## config.mk

```make
export PLATFORM = sky130hd
export DESIGN_NAME = on_off_channel_ramp
export DESIGN_NICKNAME = d
export VERILOG_FILES = /design/src/rtl/on_off_pkg.sv /design/src/rtl/on_off_ramp_ch.sv /design/src/rtl/on_off_channel_ramp.sv
export SDC_FILE = /design/constraint.sdc
export NUM_CORES = 1
export LEC_CHECK = 0
export ABC_AREA = 1
export BUFFER_PORTS_ARGS = -buffer_cell sky130_fd_sc_hd__buf_4
export CORE_MARGIN = 5
export CORE_UTILIZATION = 38
export CTS_CLUSTER_DIAMETER = 120
export DETAILED_ROUTE_END_ITERATION = 8
export GPL_TIMING_DRIVEN = 1
export SLEW_MARGIN = 0
export SYNTH_ARGS = -nofsm -noshare
export SYNTH_HDL_FRONTEND = slang
export SYNTH_SLANG_ARGS = --single-unit
```

## constraint.sdc

```tcl
create_clock -name clk -period 5.43 [get_ports clk]
set_input_delay 1.086 -clock clk [delete_from_list [all_inputs] [get_ports clk]]
set_output_delay 1.086 -clock clk [all_outputs]
set_load 0.1 [all_outputs]
```

## src/rtl/on_off_pkg.sv

```systemverilog
// Shared types and helpers for the on/off channel ramp.
// Contents:
//   ch_state_t   - per-channel ramp state (OFF, UP, ON, DOWN), derived from
//                  the gain counter and the target mode.
//   prod_width() - width of the signed sample*gain product.
package on_off_pkg;

  typedef enum logic [1:0] {
    ST_OFF  = 2'd0,
    ST_UP   = 2'd1,
    ST_ON   = 2'd2,
    ST_DOWN = 2'd3
  } ch_state_t;

  // Signed sample (data_w) times a non-negative gain carried as a signed value
  // (ramp_log2 + 2 bits, including the extra sign bit).
  function automatic int prod_width(input int data_w, input int ramp_log2);
    return data_w + ramp_log2 + 2;
  endfunction

endpackage

```

## src/rtl/on_off_ramp_ch.sv

```systemverilog
// One channel of the on/off ramp: gain counter, sample*gain scaling and
// status bits, with a two-stage pipeline.
// Ports:
//   clk, rst_n  - clock, asynchronous active-low reset
//   in_valid    - sample strobe; the gain only moves on strobed cycles
//   in_data     - signed input sample
//   mode        - target: 1 = ramp towards full scale, 0 = ramp towards zero
//   out_data    - (in_data * g) >>> RAMP_LOG2, held while no sample emerges
//   ch_active   - gain applied to out_data is non-zero
//   ch_settled  - gain is at the end point selected by mode
module on_off_ramp_ch
  import on_off_pkg::*;
#(
  parameter int DATA_W    = 16,
  parameter int RAMP_LOG2 = 4
) (
  input  logic              clk,
  input  logic              rst_n,
  input  logic              in_valid,
  input  logic [DATA_W-1:0] in_data,
  input  logic              mode,
  output logic [DATA_W-1:0] out_data,
  output logic              ch_active,
  output logic              ch_settled
);

  localparam int GW = RAMP_LOG2 + 1;
  localparam int PW = prod_width(DATA_W, RAMP_LOG2);
  localparam logic [GW-1:0] G_MAX = GW'(1 << RAMP_LOG2);

  // Stage 1: the gain counter itself plus the sample and mode it applies to.
  logic [GW-1:0]            g_reg, g_next;
  logic signed [DATA_W-1:0] x_s1_reg;
  logic                     mode_s1_reg;
  logic                     valid_s1_reg;

  ch_state_t                state_s1;
  logic signed [PW-1:0]     x_ext, g_ext, prod, shifted;

  // Counter step; direction follows mode immediately, so a reversal mid-ramp
  // simply continues from the current gain.
  always_comb begin
    g_next = g_reg;
    if (in_valid) begin
      if (mode && (g_reg < G_MAX)) begin
        g_next = g_reg + GW'(1);
      end else if (!mode && (g_reg != '0)) begin
        g_next = g_reg - GW'(1);
      end
    end
  end

  always_ff @(posedge clk or negedge rst_n) begin
    if (!rst_n) begin
      g_reg        <= '0;
      x_s1_reg     <= '0;
      mode_s1_reg  <= 1'b0;
      valid_s1_reg <= 1'b0;
    end else begin
      g_reg        <= g_next;
      valid_s1_reg <= in_valid;
      if (in_valid) begin
        x_s1_reg    <= $signed(in_data);
        mode_s1_reg <= mode;
      end
    end
  end

  // State of the sample sitting in stage 1 (gain after its own update).
  always_comb begin
    state_s1 = ST_OFF;
    if (mode_s1_reg) begin
      state_s1 = (g_reg == G_MAX) ? ST_ON : ST_UP;
    end else begin
      state_s1 = (g_reg == '0) ? ST_OFF : ST_DOWN;
    end
  end

  // Gain is carried with an explicit zero sign bit so the multiply stays
  // signed; at g = G_MAX the shift returns the input bit-exactly.
  always_comb begin
    x_ext   = PW'(x_s1_reg);
    g_ext   = PW'($signed({1'b0, g_reg}));
    prod    = x_ext * g_ext;
    shifted = prod >>> RAMP_LOG2;
  end

  // Stage 2: only loads on a valid sample, so data and status hold together.
  always_ff @(posedge clk or negedge rst_n) begin
    if (!rst_n) begin
      out_data   <= '0;
      ch_active  <= 1'b0;
      ch_settled <= 1'b1;
    end else if (valid_s1_reg) begin
      out_data   <= shifted[DATA_W-1:0];
      ch_active  <= (g_reg != '0);
      ch_settled <= (state_s1 == ST_OFF) || (state_s1 == ST_ON);
    end
  end

endmodule

```

## src/rtl/on_off_channel_ramp.sv

```systemverilog
// Multi-channel on/off gate with a linear gain ramp per channel, placed
// between the modulator sample stream and the DAC interface.
// Ports:
//   clk, rst_n  - clock, asynchronous active-low reset
//   in_valid    - sample strobe (one sample per channel)
//   in_data     - NUM_CH packed signed samples, channel c at [c*DATA_W +: DATA_W]
//   mode        - per-channel target, 1 = on, 0 = off
//   out_valid   - in_valid delayed by two cycles
//   out_data    - ramped samples, same packing as in_data
//   ch_active   - per-channel: gain on current out_data is non-zero
//   ch_settled  - per-channel: ramp complete in the direction of mode
module on_off_channel_ramp
  import on_off_pkg::*;
#(
  parameter int NUM_CH    = 2,
  parameter int DATA_W    = 16,
  parameter int RAMP_LOG2 = 4
) (
  input  logic                     clk,
  input  logic                     rst_n,
  input  logic                     in_valid,
  input  logic [NUM_CH*DATA_W-1:0] in_data,
  input  logic [NUM_CH-1:0]        mode,
  output logic                     out_valid,
  output logic [NUM_CH*DATA_W-1:0] out_data,
  output logic [NUM_CH-1:0]        ch_active,
  output logic [NUM_CH-1:0]        ch_settled
);

  logic valid_s1_reg;

  always_ff @(posedge clk or negedge rst_n) begin
    if (!rst_n) begin
      valid_s1_reg <= 1'b0;
      out_valid    <= 1'b0;
    end else begin
      valid_s1_reg <= in_valid;
      out_valid    <= valid_s1_reg;
    end
  end

  for (genvar gi = 0; gi < NUM_CH; gi++) begin : g_ch
    on_off_ramp_ch #(
      .DATA_W    (DATA_W),
      .RAMP_LOG2 (RAMP_LOG2)
    ) u_ch (
      .clk        (clk),
      .rst_n      (rst_n),
      .in_valid   (in_valid),
      .in_data    (in_data[gi*DATA_W +: DATA_W]),
      .mode       (mode[gi]),
      .out_data   (out_data[gi*DATA_W +: DATA_W]),
      .ch_active  (ch_active[gi]),
      .ch_settled (ch_settled[gi])
    );
  end

endmodule

```

Word level (Yosys, flattened, before mapping) --
Index checks and enable logic that the tools add are counted.
Operators by class: add/sub/neg operators 4, mux-type cells 10, reduce and logical (&&, ||, !) cells 18, order comparisons 2, $mul 2, eq/ne operators 4
Operator list (number):
- multiplier 16 x 6 -> 20 bit | 2
- two-way mux 5 bit | 4
- two-way mux 2 bit | 6
- adder 5 x 1 -> 5 bit, second input constant | 2
- equality test 5 bit, second input constant | 2
- logical NOT 5 bit | 2
- < comparator 5 bit, second input constant | 2
- nonzero test 5 bit | 2
- subtractor 5 x 1 -> 5 bit, second input constant | 2
- equality test 2 bit, second input constant | 2
- logical AND 1 bit | 4
- logical NOT 2 bit | 2
- AND reduction 2 bit | 2
- nonzero test 2 bit | 2
- logical NOT 1 bit | 2
- logical OR 1 bit | 2
Storage, ports and cells: bits in registers 82, output and inout bits 37, input bits 37, word-level logic and storage cells 54

Depth between registers and ports, before layout --
Gate-level depths: netlist of run 1.
depth in word-level cells 5, mapped depth 21, gate-level depth less buffers 19

Hierarchy --
Synthesis of run 1 repeated with hierarchy kept, for this count alone.
Unflattened totals: cells, all modules 1292, area, all modules 9381.5 um^2
By module, submodules not included:
- on_off_ramp_ch (g_ch[1].u_ch) | cells an instance 652, seq. area each 1027.2 um^2, area each 4715.8 um^2, instances 1
- on_off_ramp_ch (g_ch[0].u_ch) | cells an instance 638, seq. area each 1027.2 um^2, area each 4615.7 um^2, instances 1
- on_off_channel_ramp | cells an instance 2, seq. area each 50.0 um^2, area each 50.0 um^2, instances 1

Worst setup path after synthesis of run 1 --
OpenSTA, ideal clock, no wires.
kind flip-flop to flip-flop, from register g_ch[0].u_ch.g_reg[1], to register g_ch[0].u_ch.out_data[7], path buffers 2, clock period less this slack 3664 ps, library setup time 120 ps, arrival 3544 ps, path slack 1766 ps, cell stages (with the launch flop) 18, cell sequence dfrtp_1 > buf_4 > clkbuf_1 > nand2_1 > inv_1 > fa_1 > fa_1 > inv_1 > fa_1 > inv_1 > ha_1 > a21oi_1 > nand2_1 > nand3_1 > nand2_1 > or2_2 > nand3_1 > nand2_1
On the way: cells in the longest elaborated chain, start to end 1
Ends and longest elaborated chain:
- from (decl) | RTL line on_off_ramp_ch.sv:32 | logic [GW-1:0] g_reg, g_next;
- from (signal assigned) | RTL line on_off_ramp_ch.sv:60 | g_reg <= g_next;
- multiplier 16 x 6 -> 20 bit | RTL line on_off_ramp_ch.sv:84 | prod = x_ext * g_ext;
- to (signal assigned) | RTL line on_off_ramp_ch.sv:95 | out_data <= shifted[DATA_W-1:0];
- to (decl) | RTL line on_off_ramp_ch.sv:22 | output logic [DATA_W-1:0] out_data,
Every way passes these cells. A chain may end at the register's enable or synchronous reset.

Worst setup path in the final report of run 1 --
from register g_ch[1].u_ch.g_reg[0], to register g_ch[1].u_ch.out_data[12]
On the way: cells in the longest elaborated chain, start to end 1
Ends and longest elaborated chain (RTL line):
- from (decl) | on_off_ramp_ch.sv:32
- from (signal assigned) | on_off_ramp_ch.sv:60
- multiplier 16 x 6 -> 20 bit | on_off_ramp_ch.sv:84
- to (signal assigned) | on_off_ramp_ch.sv:95
- to (decl) | on_off_ramp_ch.sv:22
Every way passes these cells.

==> metrics, run 1 <==
Critical Path RT=roughly 5.7 ns; Synth Flop Type=dfrtp_1; Max Slew Vio Count=0; CTS tree=yes; Setup violations, final=0; complex-gate fraction of the synthesized area=0.0481; fill count=2473; num rows=57; Vias=7622; hold_buf cts=0; Port Buf Inserts=73; max_cap viols=0; htree depth=3; CP Data Arrival Time=approximately 4.4 ns; endpoint class of the critical path=flip-flop; number of global-route vias before repair=between 7000 and 8000; Starting Density=0.384; Ports=74; CP startpoint kind=flip-flop; antenna-violating nets left=0; Syn Nets=1505; clk_lat worst skew=0.35 ns; final net count=roughly 1600; Die Span X=around 170 microns; Fin Hold WS=0.484 ns; Synth area leaders=dfrtp_1, fa_1, nand2_1, inv_1, ha_1; syn_area_per_cell=7.13 sq um; Least-Margin Pin Slew=between 1 and 1.5 ns; overall die area=27600 sq um; main combinational cell family by area after synthesis=adder cells; CP Cell Sequence=nand2_1 -> fa_1 -> inv_1 -> fa_1 -> inv_1 -> fa_1 -> inv_1 -> ha_1 -> nand2_1 -> nor4_1 -> nand2_1 -> nand2_1 -> nand2_1 -> nand3_1 -> nand2_1; Total Routing Usage GR=0.163; post-synthesis adder-cell area fraction=0.300; max_slew headroom=0.233; CTS buffer count=9; Post-synth top cells=nand2_1, inv_1, fa_1; period utilization=0.757; CP max stage cell=dfrtp_1; Clock Skew=around 0.012 ns; drt total wl=roughly 22000 microns; Final HPWL DP=about 17000 microns; Final Hold Fails=0; post-route minimum period=roughly 4 ns; outcome=complete, no violations; ys async rst share=1.00; Register Area=~2100 sq um; sequential area share after synthesis=0.221; crit path kind=flip-flop to flip-flop; Post-CTS Resized=0; largest net degree at the start of global routing=between 50 and 60; Pre-Repair DR Iteration Count=6; Synth Register Bits=82; CP peak stage delay=around 0.84 ns; worst hold path class=flip-flop to flip-flop; multiplexer share of the synthesized area=0; n_diodes=0; Clk pin slew, worst setup/hold paths=0.06 ns; gpl congestion=0.871; via-per-instance ratio=4.54; most instantiated library cell after synthesis=nand2_1; Worst Path Max Fanout=19; initial drt markers=roughly 360; die height=approximately 170 microns; RSZ-0062 raised after global routing=false; DR WL/cell=12.8 microns; CTS root buffer=clkbuf_16; mapped cell area=between 9000 and 10000 sq um; gr ovfl total=0; Core Footprint=24200 sq um; clock buffer depth=2; # DRC=0; footprint of the multi-input gates=around 5700 sq um; first-pass GRT wire length=37500 microns; ratio of cells with drive above 1 in the final layout=0.0789; # clock sinks=82; setup TNS=0 ns; area leader, netlist=dfrtp_1; Layout area overhead=12.0%; Fmax=243 MHz; DP Worst Slack=roughly 1.3 ns; Synth cell types=35; EDFF count, synth=0; initial antenna violation count=0; CP most frequent cell=nand2_1; Final Worst Setup Slack=roughly 1.3 ns; Post-CTS Setup Bufs=0; simple-gate share of the synthesized area=0.244; Post-Synth XOR/XNOR Area=0.0264; Yosys warning total=0; share of the synthesized area in the top cell type=0.216; Post-Synthesis Cells=about 1300
-- area by class of cell --
cell class,count,share of cell area
timing repair buffer,76,0.0549
inverter,345,0.125
tap,324,0.0390
multi-input combinational,837,0.552
clock buffer,10,0.0230
clock inverter,6,0.00867
sequential,82,0.198
-- metrics by stage --
step,cell area (sq um),utilization,instances
5_1_grt,10400,0.430,1680
6_report,10400,0.430,1680
2_1_floorplan,9280,-,1302
3_5_place_dp,10100,0.416,1664
4_1_cts,10400,0.430,1680
3_3_place_gp,10100,0.416,1664
-- cell usage in the layout (no fill, tap or decap), drive strengths merged, types with 2 or more instances in the layout --
cell type  count
nand2        453
inv          344
fa            94
dfrtp         80
buf           76
ha            72
nand3         52
a21oi         38
o21ai         36
nor2          34
xnor2         18
xor2          10
clkbuf        10
nand4          7
nor4           5
nor3           4
clkinv         4
a21o           3
nand3b         3
o21bai         2
a31oi          2
bufinv         2
dfstp          2
-- logic make-up (layout without fill, tap and decap cells) --
logic type               after synthesis  count (layout)
adder cells (fa/ha/maj)              166             166
buffers and inverters                383             437
AND/OR/NAND/NOR                      559             559
flip-flops                            82              82
XOR/XNOR                              28              28
AO/OA/AOI/OAI                         84              84
-- routing by layer --
metal	GRT usage	vias up	share of wire
li1	-	3902	-
met1	0.221	3588	0.49
met2	0.277	114	0.46
met3	0.0252	18	0.032
met4	0.0413	0	0.016
met5	0	-	0
-- worst paths after layout --
path,from,to,slack [ns],cells after the start
worst max-delay path,g_ch[1].u_ch.g_reg[0],g_ch[1].u_ch.out_data[12],1.32,15
worst min-delay path,g_ch[1].u_ch.out_data[8],g_ch[1].u_ch.out_data[8],0.48,2
worst min register to register,g_ch[1].u_ch.out_data[8],g_ch[1].u_ch.out_data[8],0.48,2
max in group asynchronous,rst_n,g_ch[0].u_ch.ch_settled,3.73,2
min in group asynchronous,rst_n,g_ch[1].u_ch.x_s1_reg[7],0.79,1
worst max register to register,g_ch[1].u_ch.g_reg[0],g_ch[1].u_ch.out_data[12],1.32,15
-- worst max-delay path, delay by kind of cell, from the launching register on --
| family | cells | cell delay (ns) |
|---|---|---|
| adders and majority gates | 4 | 1.90 |
| DFF | 1 | 0.84 |
| and+or+nand+nor | 8 | 1.11 |
| buffers and inverters | 3 | 0.14 |
Power of run 1 is left out: the tool's default activity adds up to more than one toggle a clock period on the data nets, which glitch-free logic cannot reach.
==> inputs of run 2 (changes only) <==
- clock period: 5.43 -> 3.8 ns (I/O delays scaled with it)
==> run 2 against run 1 <==
Net effect:
- worst setup slack got worse by 1.2 ns
- worst hold slack got worse by 0.036 ns
- utilization is 2.7 points higher
- final cell count grew 2.8%
- first-iteration DRC count increased by 20%
- cell area is 6.3% higher
- fmax rose by 13%
- critical path type unchanged
==> metrics, run 2 (same netlist as run 1, synthesis figures left out) <==
commonest cells after routing, fill and taps aside=nand2_1, inv_1, buf_4 (was nand2_1, inv_1, fa_1); antenna-violating nets left=0 (unchanged); gr ovfl total=0 (unchanged); Core Footprint=24200 sq um (unchanged); htree depth=3 (unchanged); via-per-instance ratio=4.58 (was 4.54); Max Slew Vio Count=0 (unchanged); Die Span X=166 microns (unchanged); DR WL/cell=13.4 microns (was 12.8 microns); max_cap viols=0 (unchanged); Finished Cell Area=11000 sq um (was 10400 sq um); clk_lat worst skew=0.36 ns (was 0.35 ns); drt total wl=23100 microns (was 21600 microns); CP Data Arrival Time=3.87 ns (was 4.35 ns); Ports=74 (unchanged); Layout area overhead=19.1% (was 12.0%); die height=166 microns (unchanged); ratio of cells with drive above 1 in the final layout=0.145 (was 0.0789); period utilization=0.956 (was 0.757); outcome=complete, no violations (unchanged); gpl congestion=0.878 (was 0.871); RSZ-0062 raised after global routing=true (was false); crit path kind=flip-flop to flip-flop (unchanged); final net count=1601 (was 1554); Total Routing Usage GR=0.175 (was 0.163); commonest non-fill, non-tap cell in the layout=nand2_1 (unchanged); CTS root buffer=clkbuf_16 (unchanged); Clock Skew=0.0136 ns (was 0.0116 ns); number of global-route vias before repair=8234 (was 7828); worst hold path class=input pin to asynchronous set/reset pin (was flip-flop to flip-flop); # DRC=0 (unchanged); Clk pin slew, worst setup/hold paths=0.06 ns (about the same); Port Buf Inserts=73 (unchanged); CP startpoint kind=flip-flop (unchanged); max_slew headroom=0.528 (was 0.233); post-route minimum period=3.63 ns (was 4.11 ns); initial antenna violation count=0 (unchanged); CTS tree=yes (unchanged); # clock sinks=82 (unchanged); largest net degree at the start of global routing=51 (was 53); Starting Density=0.384 (unchanged); Setup violations, final=0 (unchanged); reg2reg start=g_ch[1].u_ch.g_reg[1] (was g_ch[1].u_ch.g_reg[0]); Pre-Repair DR Iteration Count=5 (was 6); Critical Path RT=4.04 ns (was 5.67 ns); n_diodes=0 (unchanged); Final HPWL DP=18400 microns (was 17200 microns); overall die area=27600 sq um (unchanged); first-pass GRT wire length=40300 microns (was 37500 microns); Placed Area=10400 sq um (was 10100 sq um); Fmax=275 MHz (was 243 MHz); fill count=2459 (was 2473); Final Hold Fails=0 (unchanged); path depth of the worst reg2reg path=17 (was 15); endpoint class of the critical path=flip-flop (unchanged); Least-Margin Pin Slew=0.709 ns (was 1.14 ns); Vias=7915 (was 7622); clock buffer depth=2 (unchanged); num rows=57 (unchanged); initial drt markers=426 (was 355); Worst Path Max Fanout=10 (was 19); Setup crit start=g_ch[1].u_ch.g_reg[1] (was g_ch[1].u_ch.g_reg[0]); CTS buffer count=9 (unchanged)
==> run 2: cell type report <==
cell class,count,area [sq um],area share
Multi-Input combinational cell,837,5990,0.543
Inverter,345,1290,0.117
Timing Repair Buffer,123,1000,0.0907
Sequential cell,82,2060,0.187
Clock inverter,5,55.1,0.00498
Tap cell,324,405,0.0367
Clock buffer,11,233,0.0211
==> run 2: final timing paths <==
| path | slack (ns) | end |
|---|---|---|
| min reg2reg | 0.48 | g_ch[1].u_ch.out_data[11] |
| min in group clk | 0.48 | g_ch[1].u_ch.out_data[11] |
| max in group asynchronous | 2.55 | g_ch[1].u_ch.ch_settled |
| max reg2reg | 0.17 | g_ch[1].u_ch.out_data[12] |
| min | 0.45 | g_ch[1].u_ch.ch_active |
| max | 0.17 | g_ch[1].u_ch.out_data[12] |
==> run 2: worst max-delay path: stages, from the launching register on <==
cell	delay, ns
dfrtp_2	0.44
buf_4	0.19
nand2_1	0.06
inv_1	0.05
fa_1	0.47
fa_1	0.49
inv_1	0.05
fa_1	0.53
inv_1	0.04
ha_1	0.38
nand2_2	0.16
inv_1	0.05
nand2_1	0.06
nand2_1	0.06
a21oi_1	0.22
nand3_1	0.11
nand3_1	0.09
nand2_1	0.05
==> run 2: what timing repair did <==
| item | CTS | global route |
|---|---|---|
| hold buffers | 0 | 0 |
| gates resized for setup | 0 | 59 |
| endpoints found under the setup margin | 0 | 21 |
| setup buffers | 0 | 5 |
==> run 2: routing by layer <==
layer / vias to the layer above / global-route usage / wire (microns)
met3: 19 / 0.0229 / 871
met4: 0 / 0.0391 / 313
li1: 3995 / - / -
met1: 3739 / 0.242 / 11100
met2: 162 / 0.294 / 10800
met5: - / 0 / 0
==> run 2: metrics by stage <==
step	std cells	TNS, ns	setup WS (ns)	utilization	hold slack [ns]
after global routing	1727	-0.0909	-0.0519	0.457	0.516
final	1727	0	0.167	0.457	0.448
after floorplan	1302	0	0.136	-	0.426
after global placement	1706	0	0.0741	0.432	0.464
after CTS	1722	0	0.0128	0.444	0.484
after detailed placement	1706	0	0.00789	0.432	0.469
Power of run 2 is left out for the same reason.
==> inputs of run 3 (changes only) <==
- CORE_MARGIN: 5 -> 10
- SYNTH_HIERARCHICAL: not set -> 1
- clock period: 3.8 -> 4.09 ns (I/O delays scaled with it)
==> run 3 against run 2 <==
Net effect:
- non-clock buffer count down 39
- critical endpoint is now g_ch[1].u_ch/out_data[8]
- synthesized area rose by 1.1%
- wire length down 11%
- final cell count is 2.5% lower
- via count decreased by 5.5%
- die area rose by 14%
- critical path depth unchanged
- critical path type unchanged
- largest cell class unchanged
==> metrics, run 3 <==
CTS tree=yes (unchanged); Max Slew Vio Count=0 (unchanged); path depth of the worst reg2reg path=17 (unchanged); max_cap viols=0 (unchanged); drt total wl=20500 microns (was 23100 microns); CP startpoint kind=flip-flop (unchanged); share of the synthesized area in the top cell type=0.219 (was 0.216); ys async rst share=1.00 (unchanged); commonest non-fill, non-tap cell in the layout=nand2_1 (unchanged); CP Data Arrival Time=4.05 ns (was 3.87 ns); Synth area leaders=dfrtp_1, fa_1, nand2_1, inv_1, ha_1 (unchanged); gpl congestion=0.837 (was 0.878); Post-synth top cells=nand2_1, inv_1, fa_1 (unchanged); Fmax=263 MHz (was 275 MHz); Finished Cell Area=10600 sq um (was 11000 sq um); Layout Cells excl Fill=1684 (was 1727); Pre-Repair DR Iteration Count=5 (unchanged); Post-Synthesis Cells=1292 (was 1302); area leader, netlist=dfrtp_1 (unchanged); n_diodes=0 (unchanged); Final HPWL DP=16700 microns (was 18400 microns); overall die area=31400 sq um (was 27600 sq um); Cells after DPL=1668 (was 1706); period utilization=0.930 (was 0.956); Port Buf Inserts=73 (unchanged); syn_area_per_cell=7.26 sq um (was 7.13 sq um); Core Footprint=24300 sq um (was 24200 sq um); final net count=1558 (was 1601); largest net degree at the start of global routing=62 (was 51); Ports=74 (unchanged); CTS root buffer=clkbuf_16 (unchanged); Yosys warning total=6 (was 0); Clock Skew=0.00962 ns (was 0.0136 ns); Setup violations, final=0 (unchanged); R2R Setup Slk=0.29 ns (was 0.17 ns); Placed Area=10300 sq um (was 10400 sq um); Clk pin slew, worst setup/hold paths=0.07 ns (was 0.06 ns); ratio of cells with drive above 1 in the final layout=0.100 (was 0.145); Layout area overhead=12.9% (was 19.1%); Final Hold Fails=0 (unchanged); CP endpoint=g_ch[1].u_ch/out_data[8] (was g_ch[1].u_ch.out_data[12]); mapped cell area=9380 sq um (was 9280 sq um); sequential area share after synthesis=0.224 (was 0.221); die height=177 microns (was 166 microns); worst hold path class=flip-flop to flip-flop (was input pin to asynchronous set/reset pin); DR WL/cell=12.2 microns (was 13.4 microns); Worst Path Max Fanout=13 (was 10); Least-Margin Pin Slew=0.792 ns (was 0.709 ns); number of global-route vias before repair=7541 (was 8234); Total Routing Usage GR=0.137 (was 0.175); outcome=complete, no violations (unchanged); # clock sinks=84 (was 82); post-route minimum period=3.80 ns (was 3.63 ns); num rows=57 (unchanged); Critical Path RT=4.33 ns (was 4.04 ns); fill count=2503 (was 2459); RSZ-0062 raised after global routing=false (was true); crit path kind=flip-flop to flip-flop (unchanged); via-per-instance ratio=4.44 (was 4.58); htree depth=3 (unchanged); initial drt markers=424 (was 426); commonest cells after routing, fill and taps aside=nand2_1, inv_1, fa_1 (was nand2_1, inv_1, buf_4); Synth Flop Type=dfrtp_1 (unchanged); first-pass GRT wire length=35400 microns (was 40300 microns); met3 Usage GRT=0.0233 (was 0.0229); Synth Register Bits=84 (was 82); clk_lat worst skew=0.35 ns (was 0.36 ns); Vias=7476 (was 7915); hold_buf cts=0 (unchanged); Worst R2R End=g_ch[1].u_ch/out_data[8] (was g_ch[1].u_ch.out_data[12]); setup TNS=0 ns (unchanged); initial antenna violation count=0 (unchanged); gr ovfl total=0 (unchanged); M2 GR Usage=0.238 (was 0.294); most instantiated library cell after synthesis=nand2_1 (unchanged); max_slew headroom=0.472 (was 0.528); met1 GRT Util=0.169 (was 0.242); Die Span X=177 microns (was 166 microns); EDFF count, synth=0 (unchanged); Synth cell types=33 (was 35); Syn Nets=1495 (was 1505); Starting Density=0.386 (was 0.384); endpoint class of the critical path=flip-flop (unchanged); clock buffer depth=2 (unchanged); reg2reg start=g_ch[1].u_ch/g_reg[1] (was g_ch[1].u_ch.g_reg[1]); # DRC=0 (unchanged); CTS buffer count=9 (unchanged); antenna-violating nets left=0 (unchanged); Setup crit start=g_ch[1].u_ch/g_reg[1] (was g_ch[1].u_ch.g_reg[1]); most used routing layer=met2 (unchanged)
-- run 3: changes by cell type in the layout (fill, tap and decap cells not counted), moves of 6 or more --
cell     previous run  this run
a21oi_1            30        42
a21oi_2             8         0
buf_12              6         0
buf_4             115        84
ha_1               54        72
ha_2                6         0
ha_4               12         0
inv_1             344       335
nand2_2            20        10
nand3_1            51        43
nand4_1             7         0
-- run 3: worst max-delay path, cell delays in order, from the launching register on --
cell	delay, ns
dfrtp_1	0.62
nand2_1	0.14
fa_1	0.52
inv_1	0.06
fa_1	0.55
inv_1	0.06
fa_1	0.47
inv_1	0.04
ha_1	0.34
nand2_1	0.12
o21ai_0	0.31
inv_2	0.08
nand2_4	0.10
nand2_2	0.05
nand2_1	0.05
nand2_1	0.05
nand3_1	0.08
nand2_1	0.06
-- run 3: worst min-delay path by stage --
stage,start,endpoint,slack (ns),cells after the start
2_1_floorplan,valid_s1_reg,out_valid,0.33,0
3_3_place_gp,valid_s1_reg,out_valid,0.33,0
3_5_place_dp,valid_s1_reg,out_valid,0.34,0
4_1_cts,valid_s1_reg,out_valid,0.35,0
5_1_grt,valid_s1_reg,out_valid,0.36,0
6_report,valid_s1_reg,out_valid,0.35,0
-- run 3: final cells by class --
cell class | instances | area, sq um | share of cell area
sequential | 84 | 2110 | 0.199
clock buffer | 10 | 239 | 0.0226
multi-input combinational | 837 | 5840 | 0.552
inverter | 339 | 1270 | 0.120
clock inverter | 6 | 87.6 | 0.00827
tap | 324 | 405 | 0.0383
timing repair buffer | 84 | 631 | 0.0595
-- run 3: metrics by stage --
step	worst slack [ns]	hold WS, ns	util
2_1_floorplan	0.363	0.331	-
3_5_place_dp	0.121	0.337	0.422
5_1_grt	0.00632	0.360	0.435
4_1_cts	0.130	0.351	0.435
6_report	0.286	0.347	0.435
3_3_place_gp	0.212	0.332	0.422
-- run 3: cell families (layout without fill, tap and decap cells) --
family	count (synthesis)	count (layout)	share of synthesized area
adder cells (fa/ha/maj)	166	166	0.297
buffers and inverters	371	439	0.153
AO/OA/AOI/OAI	86	86	0.0491
AND/OR/NAND/NOR	553	553	0.247
flip-flops	84	84	0.224
XOR/XNOR	32	32	0.0307
-- run 3: metal layers --
metal	share of wire	vias up
met5	0	-
met3	0.036	20
met1	0.46	3434
met4	0.015	0
li1	-	3902
met2	0.49	120
-- run 3: what timing repair did --
action / CTS / global route
setup endpoints to repair: 0 / 19
hold endpoints to repair: 0 / 0
setup buffers: 0 / 0
gates resized for setup: 0 / 5
Power of run 3 is left out for the same reason.
